==> src/rtl/player_status.sv <==
// Player status: turns cumulative per-enemy damage/kill counters into per-frame
// deltas and runs the round state machine, blood, hit immunity and scoring.
module player_status #(
  parameter logic [6:0] FULL_BLOOD    = 7'd100,
  parameter logic [5:0] INVULN_FRAMES = 6'd30,
  parameter logic [9:0] SCORE_MAX     = 10'd999
) (
  input  logic        Clk,
  input  logic        Reset,
  input  logic        game_frame_clk_rising_edge,
  input  logic        Start,
  input  logic [39:0] Enemy_Total_Damage,
  input  logic [31:0] Enemy_Score,
  output logic        Round_Reset,
  output logic [1:0]  Game_State,
  output logic [6:0]  Player_Blood,
  output logic        Player_Alive,
  output logic        Hit_Flash,
  output logic [9:0]  Total_Score,
  output logic [9:0]  High_Score
);

  typedef enum logic [1:0] {
    ST_IDLE = 2'd0,
    ST_PLAY = 2'd1,
    ST_DEAD = 2'd2
  } state_t;

  localparam int LANES = 4;

  state_t      state_q, state_d;
  logic [6:0]  blood_q, blood_d;
  logic [5:0]  imm_q, imm_d;
  logic [9:0]  total_q, total_d;
  logic [9:0]  high_q, high_d;
  logic        round_reset_q, round_reset_d;
  logic        hit_flash_q;

  logic [9:0]  dmg_snap_q   [LANES];
  logic [7:0]  score_snap_q [LANES];
  logic [9:0]  dmg_delta    [LANES];
  logic [7:0]  score_delta  [LANES];
  logic [11:0] dmg_sum;
  logic [9:0]  score_sum;
  logic [10:0] score_acc;
  logic        tick;
  logic        clear_snap;

  assign tick       = game_frame_clk_rising_edge;
  assign clear_snap = (state_q == ST_IDLE) && Start;

  // Lane deltas rely on natural modular wrap of the lane width.
  generate
    for (genvar gi = 0; gi < LANES; gi++) begin : g_lane
      assign dmg_delta[gi]   = Enemy_Total_Damage[10*gi +: 10] - dmg_snap_q[gi];
      assign score_delta[gi] = Enemy_Score[8*gi +: 8] - score_snap_q[gi];

      always_ff @(posedge Clk) begin
        if (Reset || clear_snap) begin
          dmg_snap_q[gi]   <= '0;
          score_snap_q[gi] <= '0;
        end else if (tick) begin
          dmg_snap_q[gi]   <= Enemy_Total_Damage[10*gi +: 10];
          score_snap_q[gi] <= Enemy_Score[8*gi +: 8];
        end
      end
    end
  endgenerate

  always_comb begin
    dmg_sum   = '0;
    score_sum = '0;
    for (int i = 0; i < LANES; i++) begin
      dmg_sum   = dmg_sum + {2'b00, dmg_delta[i]};
      score_sum = score_sum + {2'b00, score_delta[i]};
    end
  end

  always_comb begin
    state_d       = state_q;
    blood_d       = blood_q;
    imm_d         = imm_q;
    total_d       = total_q;
    high_d        = high_q;
    round_reset_d = 1'b0;
    score_acc     = {1'b0, total_q} + {1'b0, score_sum};

    case (state_q)
      ST_IDLE: begin
        // A coincident tick is ignored; the new round starts from clean snapshots.
        if (Start) begin
          state_d       = ST_PLAY;
          blood_d       = FULL_BLOOD;
          total_d       = '0;
          imm_d         = '0;
          round_reset_d = 1'b1;
        end
      end
      ST_PLAY: begin
        if (tick) begin
          total_d = (score_acc > {1'b0, SCORE_MAX}) ? SCORE_MAX : score_acc[9:0];
          if (imm_q != '0) begin
            imm_d = imm_q - 6'd1;
          end else if (dmg_sum != '0) begin
            blood_d = (dmg_sum >= {5'd0, blood_q}) ? 7'd0 : (blood_q - dmg_sum[6:0]);
            imm_d   = INVULN_FRAMES;
          end
          if (blood_d == '0) begin
            state_d = ST_DEAD;
            imm_d   = '0;
            high_d  = (total_d > high_q) ? total_d : high_q;
          end
        end
      end
      ST_DEAD: begin
        if (Start) begin
          state_d = ST_IDLE;
        end
      end
      default: begin
        state_d = ST_IDLE;
      end
    endcase
  end

  always_ff @(posedge Clk) begin
    if (Reset) begin
      state_q       <= ST_IDLE;
      blood_q       <= FULL_BLOOD;
      imm_q         <= '0;
      total_q       <= '0;
      high_q        <= '0;
      round_reset_q <= 1'b1;
      hit_flash_q   <= 1'b0;
    end else begin
      state_q       <= state_d;
      blood_q       <= blood_d;
      imm_q         <= imm_d;
      total_q       <= total_d;
      high_q        <= high_d;
      round_reset_q <= round_reset_d;
      hit_flash_q   <= (imm_d != '0);
    end
  end

  assign Round_Reset  = round_reset_q;
  assign Game_State   = state_q;
  assign Player_Blood = blood_q;
  assign Player_Alive = (state_q == ST_PLAY);
  assign Hit_Flash    = hit_flash_q;
  assign Total_Score  = total_q;
  assign High_Score   = high_q;

endmodule

==> config.mk <==
export PLATFORM = sky130hd
export DESIGN_NAME = player_status
export DESIGN_NICKNAME = d
export VERILOG_FILES = /design/src/rtl/player_status.sv
export SDC_FILE = /design/constraint.sdc
export NUM_CORES = 1
export LEC_CHECK = 0
export ABC_AREA = 0
export BUFFER_PORTS_ARGS = -buffer_cell sky130_fd_sc_hd__buf_4
export CAP_MARGIN = 20
export CORE_ASPECT_RATIO = 0.8
export CORE_MARGIN = 3
export CORE_UTILIZATION = 45
export DETAILED_ROUTE_END_ITERATION = 8
export GPL_TIMING_DRIVEN = 0
export PLACE_DENSITY = 0.67
export SLEW_MARGIN = 15
export SYNTH_ARGS = -nofsm -noshare
export SYNTH_HDL_FRONTEND = slang
export SYNTH_SLANG_ARGS = --single-unit
==> constraint.sdc <==
create_clock -name Clk -period 13.5 [get_ports Clk]
set_input_delay 0.675 -clock Clk [delete_from_list [all_inputs] [get_ports Clk]]
set_output_delay 0.675 -clock Clk [all_outputs]
set_load 0.005 [all_outputs]
Word level (Yosys, flattened, before mapping). Memories as Yosys holds them, arrays and structs flattened. Index checks and enable logic that the tools add are counted.

Word-level logic and storage cells: 92. Output and inout port bits: 32. Register bits: 37. Memories: 2. Bits in writable memories: 72. Bits of input ports: 76.

Bitwise gates (word level): 8. $add $sub $neg: 17. Reductions and logical operators: 11. $lt $le $gt $ge: 3. Multiplexer cells: 38. Eq/ne operators: 6.

Memory list: dmg_snap_q (words 4, bits a word 10, read ports 4, clocked after Yosys merged registers in 0, write ports 4, RTL line 39) `logic [9:0] dmg_snap_q [LANES];`; score_snap_q (words 4, bits a word 8, read ports 4, clocked after Yosys merged registers in 0, write ports 4, RTL line 40) `logic [7:0] score_snap_q [LANES];`.

Operator list (number): two-way mux 10 bit (7); two-way mux 7 bit (7); subtractor 10 bit (4); two-way mux 8 bit (4); subtractor 8 bit (4); two-way mux 6 bit (5); adder 10 x 10 -> 11 bit (2); case mux 10 bit (2 select lines) (1); case mux 7 bit (2 select lines) (1); adder 11 x 10 -> 12 bit (1); adder 12 x 10 -> 12 bit (1); >= comparator 12 x 7 -> 1 bit (1); case mux 6 bit (2 select lines) (1); nonzero test 12 bit (1); nonzero test 6 bit (2); greater-than comparator 11 x 10 -> 1 bit (second input constant) (1); adder 10 x 8 -> 10 bit (1); adder 9 x 8 -> 10 bit (1); greater-than comparator 10 bit (1); adder 8 x 8 -> 9 bit (1); two-way mux 2 bit (4); bitwise OR 1 bit (8); AND reduction 4 bit (2); zero test 7 bit (1); 13 further kinds (21).

Depth between registers and ports, before layout. Gate-level depths: netlist (run 1).

Word-level depth: 15. Gate-level depth with buffers: 33. Gate-level depth less buffers: 31.

Least setup slack after synthesis (run 1). Ideal clock, no wire load.

Path type: in2reg. Start: input port Enemy_Score[24]. End: register high_q[3] (netlist: High_Score[3]). Setup slack: 5.885 ns. Path buffers: 2. Required time: 13.379 ns. Library setup time: 0.121 ns. Cell stages on the path: 31. Arrival time: 7.493 ns. Path through: inv_1 -> ha_1 -> inv_1 -> fa_1 -> nand2_1 -> nand2_1 -> a21oi_1 -> o21bai_1 -> a21oi_1 -> xnor2_1 -> fa_1 -> fa_1 -> inv_1 -> fa_1 -> inv_1 -> ha_1 -> or3_4 -> a2111oi_4 -> a211oi_2 -> or4_4 -> o21ai_1 -> buf_2 -> or2_2 -> ha_1 -> and3_1 -> a211o_1 -> or4_1 -> o311ai_1 -> a211oi_2 -> buf_6 -> mux2_4.

Longest elaborated chain between the ends: 7.

RTL lines: from (decl) (RTL line 13) `input logic [31:0] Enemy_Score,`; subtractor 8 bit * (RTL line 56) `assign score_delta[gi] = Enemy_Score[8*gi +: 8] - score_snap_q[gi];`; adder 10 x 8 -> 10 bit * (RTL line 75) `score_sum = score_sum + {2'b00, score_delta[i]};`; adder 10 x 10 -> 11 bit * (RTL line 86) `score_acc = {1'b0, total_q} + {1'b0, score_sum};`; greater-than comparator 11 x 10 -> 1 bit (RTL line 101) `total_d = (score_acc > {1'b0, SCORE_MAX}) ? SCORE_MAX : score_acc[9:0];`; two-way mux 10 bit * (RTL line 101); greater-than comparator 10 bit (RTL line 111) `high_d = (total_d > high_q) ? total_d : high_q;`; AND reduction 4 bit (no source line); to (signal assigned) (RTL line 140) `high_q <= high_d;`; to (decl) (RTL line 35) `logic [9:0] high_q, high_d;`.

Every way passes the cells marked *; elsewhere a longest branch is shown, timed or not. A chain may end at the register's enable or synchronous reset.

Final worst setup path (run 1).
Start: input port Enemy_Score[25]. End: register high_q[7] (netlist: High_Score[7]).

The elaborated chain is that of the path after synthesis.

==> metrics.txt, run 1 <==
worst hold path startpoint=Total_Score[1]; DPL Wire Length=19,570 microns; Post-synth EDFFs=72; final net count=1,468; launching point of the worst reg2reg path=score_snap_q[3][1]; CTS H-Tree Depth=3; vias in the first global route=7,817; Hold Crit Depth=2; Routed Antenna Nets=0; outcome=finished clean; WP data arrival=8610 ps; Tcrit/Tclk final=61.91%; hold-critical path endpoint=Total_Score[1]; initial antenna violation count=1; crit path kind=in2reg; Async S/R FF share, synth=0%; Fin Clk Skew=10.58 ps; Crit-path slowest cell=fa_1; Worst Setup End Kind=register; vias=just over 8,000; worst skew pair latency=360 ps; Met1 Routed Length=about 12,000 microns; Worst setup SP type=input pin; Die Wd=173.9 microns; TritonCTS buffer count=9; Period minus WS final=8358 ps; commonest non-fill, non-tap cell in the layout=inv_1; synthesized instance count=1,109; Root Driver=clkbuf_16; Largest stage delay, worst path=550 ps; Fin Setup TNS=0 ps; r2r setup slk=5160 ps; Tightest Pin Transition=871.6 ps; vias per inst=5.308; Worst Hold Class=reg2reg; max-slew violations=0; die area=about 0.024 sq mm; Final Hold Vio Count=0; Crit Path Max Fanout=10; violation count after the first detailed-route iteration=450; setup violators final=0; RSZ-0062 raised after global routing=false; Max Buffers Root-to-Sink=2; # clock sinks=around 110; Area growth, synth to finish=14.72%; CP required=between 10,000 and 15,000 ps; Synth Flop Type=edfxtp_1; RR Endpoint=High_Score[7]; Wirelength per Cell=15.97 microns; placeable core region=roughly 0.022 sq mm; CTS tree=done; register area share after synthesis=between 20% and 30%; # IOs=108; fmax=0.1197 GHz; Final GP Congestion=about 0.9; Post-Syn Nets=between 1,000 and 1,500; Slew headroom=approximately two fifths; met3 wire len=1299 microns; DRT Pass-1 Iters=5; Top Layer Used=met4; multi-input logic area=between 0.006 and 0.007 sq mm; layout cells sized above 1=12.57%; Tot GR Track Use=between 20% and 30%; postcts setup bufs=0; largest net degree at the start of global routing=38; R2R cell count=31; clock transition at the registers of the reported paths=approximately 80 ps; Die Ht=140.3 microns; CTS-repair resized insts=0; Avg Inst Size Synth=9.153 sq um; Critical Path Source=Enemy_Score[25]; PortBufs=between 100 and 150; Filler Cells Inserted=2,062; total of max-cap violations=0; Starting Density=46.43%; Post-Syn Area=0.01015 sq mm; num rows=48; most frequent cells in the layout=198 x inv_1, 112 x ha_1, 107 x buf_4; count of cell types in the netlist=70; met2 routed WL=10,850 microns; post-synthesis sequential element count=109; final wirelength=24,490 microns; DRC errors left=0; register area=0.002903 sq mm; GRT overflow=0; global-route wire length before repair=39,880 microns; Ys Warns=0; hold_buf cts=0
[flip-flops by register name, indices dropped and copies added (netlist names)]
register      count
dmg_snap_q       40
Round_Reset       1
imm_q             6
Hit_Flash         1
High_Score       10
Player_Blood      7
Total_Score      10
score_snap_q     32
Game_State        2
[logic make-up (layout without fill, tap and decap cells)]
group / Yosys count / after routing / share of synthesized area (%)
muxes: 11 / 11 / 1.331
AOI/OAI and AO/OA: 223 / 223 / 15.05
buffers and inverters: 229 / 353 / 8.665
xor gates and xnor gates: 55 / 55 / 4.745
DFF: 109 / 109 / 28.60
other: 0 / 1 / 0
and+or+nand+nor: 316 / 316 / 17.35
adders and majority gates: 166 / 166 / 24.26
[routing by layer]
layer	vias to the layer above	GRT usage [%]
li1	4067	-
met1	3841	28.90
met2	205	31.68
met3	29	3.631
met4	0	5.330
met5	-	0
[how the worst max path moves through the flow]
stage	end	slack, ps	cells past startpoint
global route	High_Score[7]	4620	31
CTS	High_Score[7]	5230	31
floorplan	High_Score[3]	5890	31
global placement	High_Score[7]	4940	31
finish	High_Score[7]	5140	31
detailed placement	High_Score[3]	4850	31
[Yosys cell counts, types with 3 or more instances]
library cell  instances  area [sq um]
inv_1               198         743.2
ha_1                112          1401
and3_1               76         475.5
edfxtp_1             72          2162
a21oi_1              63         315.3
fa_1                 52          1041
nor2_1               46         172.7
o21ai_0              45         225.2
nand2_1              42         157.7
dfxtp_1              37         740.7
nand2b_1             37         231.5
xor2_1               30         262.8
clkbuf_1             25         93.84
xnor2_1              25         219.0
nor3_1               20         100.1
a21o_1               19         142.6
nor2b_1              19         118.9
nand3_1              17         85.08
a211oi_1             12         90.09
and2_1               11         68.82
o21bai_1              9         67.56
or3_1                 8         50.05
nand3b_1              7         52.55
nor4_1                7         43.79
or2_2                 7         43.79
a21boi_0              6         45.04
a22oi_1               6         45.04
mux2i_1               6         60.06
o211ai_1              6         45.04
o21a_1                6         45.04
o31ai_1               6         45.04
mux2_4                5         75.07
a211o_1               4         35.03
buf_2                 4         20.02
nor3b_1               4         30.03
o2111a_1              4         45.04
o2111ai_1             4         35.03
a311oi_1              3         26.28
a31oi_1               3         18.77
or4_1                 3         22.52
[worst max-delay path: cells and delay by family]
family	cells	cell delay (ps)
mux	1	300
simple gates	7	1700
compound gates	12	2820
fa+ha+maj	6	2350
buf+inv	4	590
xor+xnor	1	170
[cell type report]
type / count / area share, %
Multi-Input combinational cell: 771 / 54.75
Sequential cell: 109 / 24.93
Timing Repair Buffer: 108 / 7.070
Inverter: 198 / 6.382
Tap cell: 300 / 3.223
Clock buffer: 9 / 1.934
Buffer: 31 / 1.171
Clock inverter: 7 / 0.5157
Antenna cell: 1 / 0.02149
[stage by stage]
stage          util, %  setup WS, ps  hold slack, ps  std cells  area [sq um]
2_1_floorplan        -          5885           465.5       1109         10150
3_3_place_gp     51.83          4944           480.0       1516         11330
3_5_place_dp     51.95          4852           476.8       1517         11360
4_1_cts          53.26          5232           488.5       1533         11640
5_1_grt          53.27          4616           507.0       1534         11640
6_report         53.27          5142           486.6       1534         11640
Power of run 1 is not shown: default switching activity piles up to over one toggle a cycle in this logic, so the estimate is an artifact.
==> run 2, diff against run 1 <==
==> constraint.sdc (replaced) <==
create_clock -name Clk -period 8.1 [get_ports Clk]
set_input_delay 0.405 -clock Clk [delete_from_list [all_inputs] [get_ports Clk]]
set_output_delay 0.405 -clock Clk [all_outputs]
set_load 0.005 [all_outputs]
==> metrics.txt, run 2 (synthesis gave the netlist of run 1 again) <==
DPL Wire Length=between 15,000 and 20,000 microns; Worst Setup End Kind=register; PortBufs=107; Routed Antenna Nets=0; # clock sinks=109; outcome=finished clean; biggest regs=dmg_snap_q x40, score_snap_q x32; Largest stage delay, worst path=570 ps; Starting Density=~46%; crit path kind=reg2reg; Root Driver=clkbuf_16; Final GP Congestion=0.8809; violation count after the first detailed-route iteration=471; setup ws final=431.0 ps; Fin Clk Skew=11.38 ps; Final Hold Vio Count=0; multi-input logic area=0.006464 sq mm; WP data arrival=approximately 7900 ps; die area=0.02441 sq mm; placeable core region=between 0.02 and 0.025 sq mm; Crit Path Max Fanout=10; max reg flops=40; vias=8,126; hold-critical path endpoint=Game_State[1]; worst hold path startpoint=Start; largest net degree at the start of global routing=38; r2r setup slk=430 ps; CTS H-Tree Depth=3; Die Ht=about 140 microns; Hold Crit Depth=3; Tot GR Track Use=slightly above 20%; TritonCTS buffer count=9; RSZ-0062 raised after global routing=false; DRT Pass-1 Iters=5; most frequent cells in the layout=198 x inv_1, 112 x buf_4, 111 x ha_1; commonest non-fill, non-tap cell in the layout=inv_1; CP required=8350 ps; Die Wd=between 150 and 200 microns; global-route wire length before repair=39,880 microns; Area growth, synth to finish=15.86%; clock transition at the registers of the reported paths=80 ps; Filler Cells Inserted=2,043; num rows=48; register area=0.002903 sq mm; Top reg by flops=dmg_snap_q; max-slew violations=0; vias per inst=~5.3; DRC errors left=0; RR Endpoint=High_Score[7]; worst skew pair latency=~370 ps; initial antenna violation count=1; Tcrit/Tclk final=94.68%; # IOs=between 100 and 150; Setup WS pre-CTS=-278.2 ps; layout cells sized above 1=13.51%; vias in the first global route=7,817; Period minus WS final=7669 ps; total of max-cap violations=0; Fin Hold WS=between 300 and 400 ps; GRT overflow=0; Crit-path slowest cell=or4_4; final wirelength=24,640 microns; Worst setup SP type=register; fmax=0.1304 GHz; Slew headroom=between 30% and 40%; launching point of the worst reg2reg path=score_snap_q[3][1]; Wirelength per Cell=16.03 microns; Worst Hold Class=in2reg; Tightest Pin Transition=roughly 930 ps; delay-heaviest family, CP=adder cells; WP buf/inv=4; hold_buf cts=0; setup violators final=0; final net count=1,471; CTS tree=done; R2R cell count=30; Max Buffers Root-to-Sink=2
==> run 2: cell count changes in the layout (fill, tap and decap cells not counted), moves of 2 or more <==
cell,before,now
a2111oi_4,2,4
nor3_1,20,18
a2111oi_2,2,0
o21ai_0,45,40
o21ai_1,1,5
buf_4,107,112
==> run 2: what timing repair did <==
action,in CTS,in global routing
buffers inserted,0,4
endpoints found under the hold margin,0,0
pin swaps,0,3
resized for setup,1,20
endpoints found under the setup margin,7,10
cloned,0,0
==> run 2: worst max-delay path by stage <==
stage,start,to,slack (ps),cells past startpoint
2_1_floorplan,Enemy_Score[24],High_Score[3],760,31
3_3_place_gp,Enemy_Score[25],High_Score[7],-190,31
3_5_place_dp,Enemy_Score[25],High_Score[3],-280,31
4_1_cts,score_snap_q[3][1],High_Score[7],30,31
5_1_grt,score_snap_q[3][1],High_Score[7],20,30
6_report,score_snap_q[3][1],High_Score[7],430,30
==> run 2: worst min-delay path, cell delays in order <==
cell and delay (ps):
buf_4 100, or3b_2 100, a21oi_1 50
==> run 2: area by class of cell <==
cell class	instances	area share, %
timing repair buffer	112	7.255
buffer	30	1.149
inverter	198	6.319
sequential	109	24.68
clock inverter	7	0.5106
clock buffer	9	1.915
antenna	1	0.02128
multi-input combinational	771	54.96
tap	300	3.191
==> run 2: layer usage <==
metal	track usage, %	vias to the layer above	wire [microns]
met5	0	-	0
met4	5.330	0	471
met3	3.631	28	1209
met2	31.68	184	10920
met1	28.90	3844	12040
li1	-	4070	-
==> run 2: through the flow <==
step,std cells,cell area [sq um],util (%),setup TNS [ps]
2_1_floorplan,1109,10150,-,0
3_3_place_gp,1516,11330,51.83,-987.6
3_5_place_dp,1517,11360,51.95,-1937
4_1_cts,1533,11640,53.27,0
5_1_grt,1537,11760,53.80,0
6_report,1537,11760,53.80,0
Power of run 2 is left out for the same reason.
